===== src/rtl/processor_pkg.sv =====
// Shared fetch-stage definitions: state encoding, NOP word and default widths.
package processor_pkg;

  localparam int unsigned ADDR_W_DEF  = 10;
  localparam int unsigned INSTR_W_DEF = 32;
  localparam int unsigned CNT_W_DEF   = 16;

  typedef enum logic [1:0] {
    FETCH_BOOT = 2'd0,
    FETCH_RUN  = 2'd1,
    FETCH_HALT = 2'd2
  } fetch_state_e;

  localparam logic [INSTR_W_DEF-1:0] NOP = '0;

endpackage


===== src/rtl/instruction_fetch_if.sv =====
// Fetch-stage bus: PC/control from upstream, instruction memory port, IR to decode.
interface instruction_fetch_if
  import processor_pkg::*;
#(
  parameter int unsigned ADDR_W  = ADDR_W_DEF,
  parameter int unsigned INSTR_W = INSTR_W_DEF,
  parameter int unsigned CNT_W   = CNT_W_DEF
) ();

  logic [ADDR_W-1:0]  pc;
  logic               stall;
  logic               flush;
  logic               hlt;
  logic [ADDR_W-1:0]  imem_addr;
  logic               imem_rd;
  logic [INSTR_W-1:0] imem_rdata;
  logic [INSTR_W-1:0] instr;
  logic [ADDR_W-1:0]  instr_pc;
  logic               instr_valid;
  logic               halted;
  logic [CNT_W-1:0]   fetch_cnt;

  // Environment side: PC, control and memory data.
  modport master (
    output pc, stall, flush, hlt, imem_rdata,
    input  imem_addr, imem_rd, instr, instr_pc, instr_valid, halted, fetch_cnt
  );

  // Fetch stage side.
  modport slave (
    input  pc, stall, flush, hlt, imem_rdata,
    output imem_addr, imem_rd, instr, instr_pc, instr_valid, halted, fetch_cnt
  );

endinterface


===== src/rtl/instruction_fetch.sv =====
// Fetch stage: issues one read per cycle to a 1-cycle instruction memory and captures the IR.
// Optional saturating fetch counter enabled by defining IFETCH_CNT_EN.
module instruction_fetch
  import processor_pkg::*;
#(
  parameter int unsigned ADDR_W  = ADDR_W_DEF,
  parameter int unsigned INSTR_W = INSTR_W_DEF,
  parameter int unsigned CNT_W   = CNT_W_DEF
) (
  input logic                clock,
  input logic                reset,
  instruction_fetch_if.slave bus
);

  fetch_state_e       state_q, state_d;
  logic               rd_q, rd_d;
  logic [ADDR_W-1:0]  addr_q, addr_d;
  logic               pend_q, pend_d;
  logic [ADDR_W-1:0]  tag_q, tag_d;
  logic [INSTR_W-1:0] ir_q, ir_d;
  logic [ADDR_W-1:0]  ipc_q, ipc_d;
  logic               valid_q, valid_d;
  logic               halted_q, halted_d;
  logic               capture_c;

  // A returning word lands only if nothing of higher priority kills it.
  assign capture_c = (state_q == FETCH_RUN) && pend_q && !bus.hlt && !bus.flush;

  always_ff @(posedge clock or negedge reset) begin
    if (!reset) begin
      state_q  <= FETCH_BOOT;
      rd_q     <= 1'b0;
      addr_q   <= '0;
      pend_q   <= 1'b0;
      tag_q    <= '0;
      ir_q     <= INSTR_W'(NOP);
      ipc_q    <= '0;
      valid_q  <= 1'b0;
      halted_q <= 1'b0;
    end else begin
      state_q  <= state_d;
      rd_q     <= rd_d;
      addr_q   <= addr_d;
      pend_q   <= pend_d;
      tag_q    <= tag_d;
      ir_q     <= ir_d;
      ipc_q    <= ipc_d;
      valid_q  <= valid_d;
      halted_q <= halted_d;
    end
  end

  always_comb begin
    state_d  = state_q;
    rd_d     = rd_q;
    addr_d   = addr_q;
    pend_d   = pend_q;
    tag_d    = tag_q;
    ir_d     = ir_q;
    ipc_d    = ipc_q;
    valid_d  = valid_q;
    halted_d = halted_q;
    case (state_q)
      FETCH_BOOT: state_d = FETCH_RUN;
      FETCH_RUN: begin
        if (bus.hlt) begin
          state_d  = FETCH_HALT;
          rd_d     = 1'b0;
          pend_d   = 1'b0;
          valid_d  = 1'b0;
          halted_d = 1'b1;
        end else if (bus.flush) begin
          rd_d    = 1'b0;
          pend_d  = 1'b0;
          valid_d = 1'b0;
        end else begin
          // Capture the in-flight word; otherwise a stall holds the IR, else it drains.
          if (capture_c) begin
            ir_d    = bus.imem_rdata;
            ipc_d   = tag_q;
            valid_d = 1'b1;
          end else if (!bus.stall) begin
            valid_d = 1'b0;
          end
          if (bus.stall) begin
            rd_d   = 1'b0;
            pend_d = 1'b0;
          end else begin
            rd_d   = 1'b1;
            addr_d = bus.pc;
            pend_d = 1'b1;
            tag_d  = bus.pc;
          end
        end
      end
      FETCH_HALT: rd_d = 1'b0;
      default:    state_d = FETCH_BOOT;
    endcase
  end

  assign bus.imem_rd     = rd_q;
  assign bus.imem_addr   = addr_q;
  assign bus.instr       = ir_q;
  assign bus.instr_pc    = ipc_q;
  assign bus.instr_valid = valid_q;
  assign bus.halted      = halted_q;

`ifdef IFETCH_CNT_EN
  logic [CNT_W-1:0] cnt_q;

  // Saturating count of accepted fetches.
  always_ff @(posedge clock or negedge reset) begin
    if (!reset) begin
      cnt_q <= '0;
    end else if (capture_c && (cnt_q != {CNT_W{1'b1}})) begin
      cnt_q <= cnt_q + CNT_W'(1);
    end
  end

  assign bus.fetch_cnt = cnt_q;
`else
  assign bus.fetch_cnt = '0;
`endif

endmodule


===== src/flat_wrapper.sv =====
// flat-port wrapper written by rule: the top's interface ports become plain ports
module instruction_fetch_flat import processor_pkg::*;
#(
  parameter int unsigned ADDR_W  = ADDR_W_DEF,
  parameter int unsigned INSTR_W = INSTR_W_DEF,
  parameter int unsigned CNT_W   = CNT_W_DEF
)
  (clock, reset, bus_pc, bus_stall, bus_flush, bus_hlt, bus_imem_rdata, bus_imem_addr, bus_imem_rd, bus_instr, bus_instr_pc, bus_instr_valid, bus_halted, bus_fetch_cnt);
  instruction_fetch_if #(.ADDR_W(ADDR_W), .INSTR_W(INSTR_W), .CNT_W(CNT_W)) bus_i ();
  input logic clock;
  input logic reset;
  input wire logic [$bits(bus_i.pc)-1:0] bus_pc;
  input wire logic [$bits(bus_i.stall)-1:0] bus_stall;
  input wire logic [$bits(bus_i.flush)-1:0] bus_flush;
  input wire logic [$bits(bus_i.hlt)-1:0] bus_hlt;
  input wire logic [$bits(bus_i.imem_rdata)-1:0] bus_imem_rdata;
  output wire logic [$bits(bus_i.imem_addr)-1:0] bus_imem_addr;
  output wire logic [$bits(bus_i.imem_rd)-1:0] bus_imem_rd;
  output wire logic [$bits(bus_i.instr)-1:0] bus_instr;
  output wire logic [$bits(bus_i.instr_pc)-1:0] bus_instr_pc;
  output wire logic [$bits(bus_i.instr_valid)-1:0] bus_instr_valid;
  output wire logic [$bits(bus_i.halted)-1:0] bus_halted;
  output wire logic [$bits(bus_i.fetch_cnt)-1:0] bus_fetch_cnt;
  assign bus_i.pc = bus_pc;
  assign bus_i.stall = bus_stall;
  assign bus_i.flush = bus_flush;
  assign bus_i.hlt = bus_hlt;
  assign bus_i.imem_rdata = bus_imem_rdata;
  assign bus_imem_addr = bus_i.imem_addr;
  assign bus_imem_rd = bus_i.imem_rd;
  assign bus_instr = bus_i.instr;
  assign bus_instr_pc = bus_i.instr_pc;
  assign bus_instr_valid = bus_i.instr_valid;
  assign bus_halted = bus_i.halted;
  assign bus_fetch_cnt = bus_i.fetch_cnt;
  instruction_fetch #(.ADDR_W(ADDR_W), .INSTR_W(INSTR_W), .CNT_W(CNT_W)) u_core (.clock(clock), .reset(reset), .bus(bus_i));
endmodule

===== config.mk =====
export PLATFORM = sky130hd
export DESIGN_NAME = instruction_fetch_flat
export DESIGN_NICKNAME = d
export VERILOG_FILES = /design/src/rtl/processor_pkg.sv /design/src/rtl/instruction_fetch_if.sv /design/src/rtl/instruction_fetch.sv /design/src/flat_wrapper.sv
export SDC_FILE = /design/constraint.sdc
export NUM_CORES = 1
export LEC_CHECK = 0
export ABC_CLOCK_PERIOD_IN_PS = 2530
export CORE_ASPECT_RATIO = 0.9
export CORE_UTILIZATION = 30
export CTS_BUF_LIST = sky130_fd_sc_hd__clkbuf_8
export DETAILED_ROUTE_END_ITERATION = 10
export PLACE_DENSITY = 0.69
export SLEW_MARGIN = 20
export SYNTH_ARGS = -nofsm -noshare
export SYNTH_HDL_FRONTEND = slang
export SYNTH_SLANG_ARGS = --single-unit

===== constraint.sdc =====
create_clock -name clock -period 2.53 [get_ports clock]
set_clock_uncertainty 0.05 [all_clocks]
set_input_delay 0.3795 -clock clock [delete_from_list [all_inputs] [get_ports clock]]
set_output_delay 0.3795 -clock clock [all_outputs]
set_load 0.02 [all_outputs]

==> run_results.csv <==
group,metric,value,unit
placement,place_ws,0.451,ns
sta,max_slew_margin,0.522,
route,drtPass1Iterations,3,
final_layout,multi_input_area,807,um2
clocking,clock_sinks,58,
clocking,cts-root-buf,"clkbuf_8",
final_layout,n_antenna_cell,0,
clocking,numCtsBuffers,9,
die,core_area,7620,um2
synthesis,yosysSeqAreaShare,0.608,
global_routing,grt_pass1_vias,1650,
synthesis,syn_inst,153,
route,wire_per_inst,13.2,um
placement,io_buffers,101,
final_layout,mostFrequentLayoutCells,"clkdlybuf4s50_1, dfrtp_1, mux2_2",
route,drc_errors,0,
clocking,clock_path_buffers,2,
clocking,cts_max_level,3,
pwr,p_per_area,1160,nW/um2
sta,tightest_slew,0.717,ns
worst_setup_path,critPathKind,"flop to flop",
synthesis,synth_warnings,0,
route,ant_nets,0,
route,wirelength,4.81,mm
synthesis,avgSynthCellArea,15.6,um2
clocking,tritoncts,"built",
pwr,vdd_ir_drop_max,569,uV
final_layout,fillerInstances,712,
sta,finalWorstSetupSlack,0.577,ns
route,dr_total_vias,1564,
global_routing,grt_max_degree,32,
worst_setup_path,cp-end-kind,"flop",
synthesis,ys_types,18,
sta,rsz0062_at_grt,"false",
final_layout,final_area,3620,um2
worst_setup_path,critPathRequiredTime,2.69,ns
sta,finalMaxSlewViolations,0,
die,start_util,0.313,
clocking,cts.clk_slew.worst_paths,0.07,ns
global_routing,grt_antenna_before_repair,0,
final_layout,layout_commonest_cell,"clkdlybuf4s50_1",
placement,place.gp.congestion,0.680,
worst_setup_path,startpoint_type,"flop",
flow_run,maxCapViolCount,0,
worst_setup_path,crit_path_max_fanout,24,
global_routing,grt_use_total,0.126,
clocking,cts-resized-gates,0,
final_layout,syn2layout_area_growth,51.7,%
global_routing,grt_first_pass_wirelength,7.77,mm
run_status,status,"finished, final reports clean",
synthesis,synth_area,2390,um2
placement,hpwl,3.55,mm
final_layout,drive_gt1_frac,0.279,
clocking,post-cts-setup-buffers,0,
die,die_w,96.0,um
sta,setup_viol,0,
synthesis,synth-seq-cells,58,
final_layout,nets,315,
route,drt_iter0_drc,42,
pwr,p_leak,1.61,nW
sta,finalSetupTns,0,ns
die,num_io_pins,118,
worst_setup_path,worstPathArrival,2.11,ns
sta,period_share,0.772,
die,die_area,8320,um2
clocking,cts_hold_buf,0,
sta,finalHoldViolations,0,
route,vias_per_cell,4.28,
sta,period_needed,1.95,ns
sta,fmax,512,MHz
die,fp.dieH,86.6,um
clocking,clk-insertion-delay-late,0.33,ns
global_routing,grt_overflow,0,
die,row_count,30,
placement,place_area,3450,um2
hold_path,hold_class,"input pin to async pin",
final_layout,regArea,1450,um2
final cells by class:
| type | instances | share of cell area |
|---|---|---|
| sequential | 58 | 0.401 |
| inverter | 4 | 0.00415 |
| clock buffer | 10 | 0.0380 |
| tap | 96 | 0.0332 |
| timing repair buffer | 106 | 0.292 |
| multi-input combinational | 85 | 0.223 |
| clock inverter | 6 | 0.00933 |
path summary, 6_finish.rpt:
kind / startpoint / endpoint / slack, ns / cells past startpoint
worst min-delay path: reset / u_core.bus.instr[29]$_DFFE_PN0P_ / 0.05 / 1
worst max-delay path: u_core.state_q[1]$_DFFE_PN0P_ / u_core.bus.instr[14]$_DFFE_PN0P_ / 0.58 / 6
worst max register to register: u_core.state_q[1]$_DFFE_PN0P_ / u_core.bus.instr[14]$_DFFE_PN0P_ / 0.58 / 6
min in group clock: u_core.bus.halted$_DFFE_PN0P_ / u_core.bus.halted$_DFFE_PN0P_ / 0.41 / 1
worst min register to register: u_core.bus.halted$_DFFE_PN0P_ / u_core.bus.halted$_DFFE_PN0P_ / 0.41 / 1
max in group asynchronous: reset / u_core.bus.halted$_DFFE_PN0P_ / 1.77 / 2
cell families (layout without fill, tap and decap cells):
family                   count (synthesis)  count (layout)  share of synthesized area
adder cells (fa/ha/maj)                  4               4                     0.0210
multiplexers                            56              56                      0.264
other                                    1              16                    0.00157
AND/OR/NAND/NOR                          5               5                     0.0157
buffers and inverters                   25             126                     0.0776
flip-flops                              58              58                      0.608
AO/OA/AOI/OAI                            4               4                     0.0121
registers in the layout, summed over array words and instances, names as in the netlist:
name / count
u_core.bus.instr_valid: 1
u_core.pend_q: 1
u_core.state_q: 2
u_core.bus.instr_pc: 10
u_core.bus.halted: 1
u_core.bus.instr: 32
u_core.tag_q: 10
u_core.bus.imem_rd: 1
Yosys cell counts:
library cell,n,area share
a21o_1,1,0.0031
a21oi_1,1,0.0021
a22oi_1,1,0.0031
and2_1,1,0.0026
buf_2,1,0.0021
buf_4,16,0.050
buf_6,4,0.019
conb_1,1,0.0016
dfrtp_1,58,0.61
ha_1,4,0.021
inv_1,4,0.0063
mux2_1,3,0.014
mux2_2,53,0.25
nand2_1,1,0.0016
nor3_1,1,0.0021
nor3_4,1,0.0068
nor4_1,1,0.0026
o32ai_1,1,0.0037
metal layers:
metal,track usage,share of wire,routed length (um)
met1,0.131,0.38,1820
met2,0.213,0.50,2420
met3,0.0719,0.11,526
met4,0.0407,0.010,49
met5,0,0,0
metrics by stage:
step | hold slack (ns) | util | total power [mW] | instances
finish | 0.0468 | 0.475 | 4.21 | 365
CTS | 0.0670 | 0.475 | 4.29 | 365
detailed placement | 0.402 | 0.453 | 3.53 | 349
global placement | 0.394 | 0.453 | 3.48 | 349
global route | 0.0840 | 0.475 | 4.49 | 365
floorplan | 0.0339 | - | 2.55 | 168
power breakdown:
group          total, mW  switching (mW)  internal [mW]  leakage (nW)
sequential          1.56           0.219           1.34         0.743
clock              0.733           0.361          0.372        0.0892
combinational       1.92           0.870           1.06         0.777
total               4.21            1.45           2.76          1.61
worst max-delay path, cell delays in order (launching register included):
cell     delay, ns
dfrtp_1       0.40
inv_1         0.11
ha_1          0.29
nand2_1       0.13
nor3_4        0.14
buf_4         0.34
mux2_2        0.37
(Power assumes the default switching activity.)
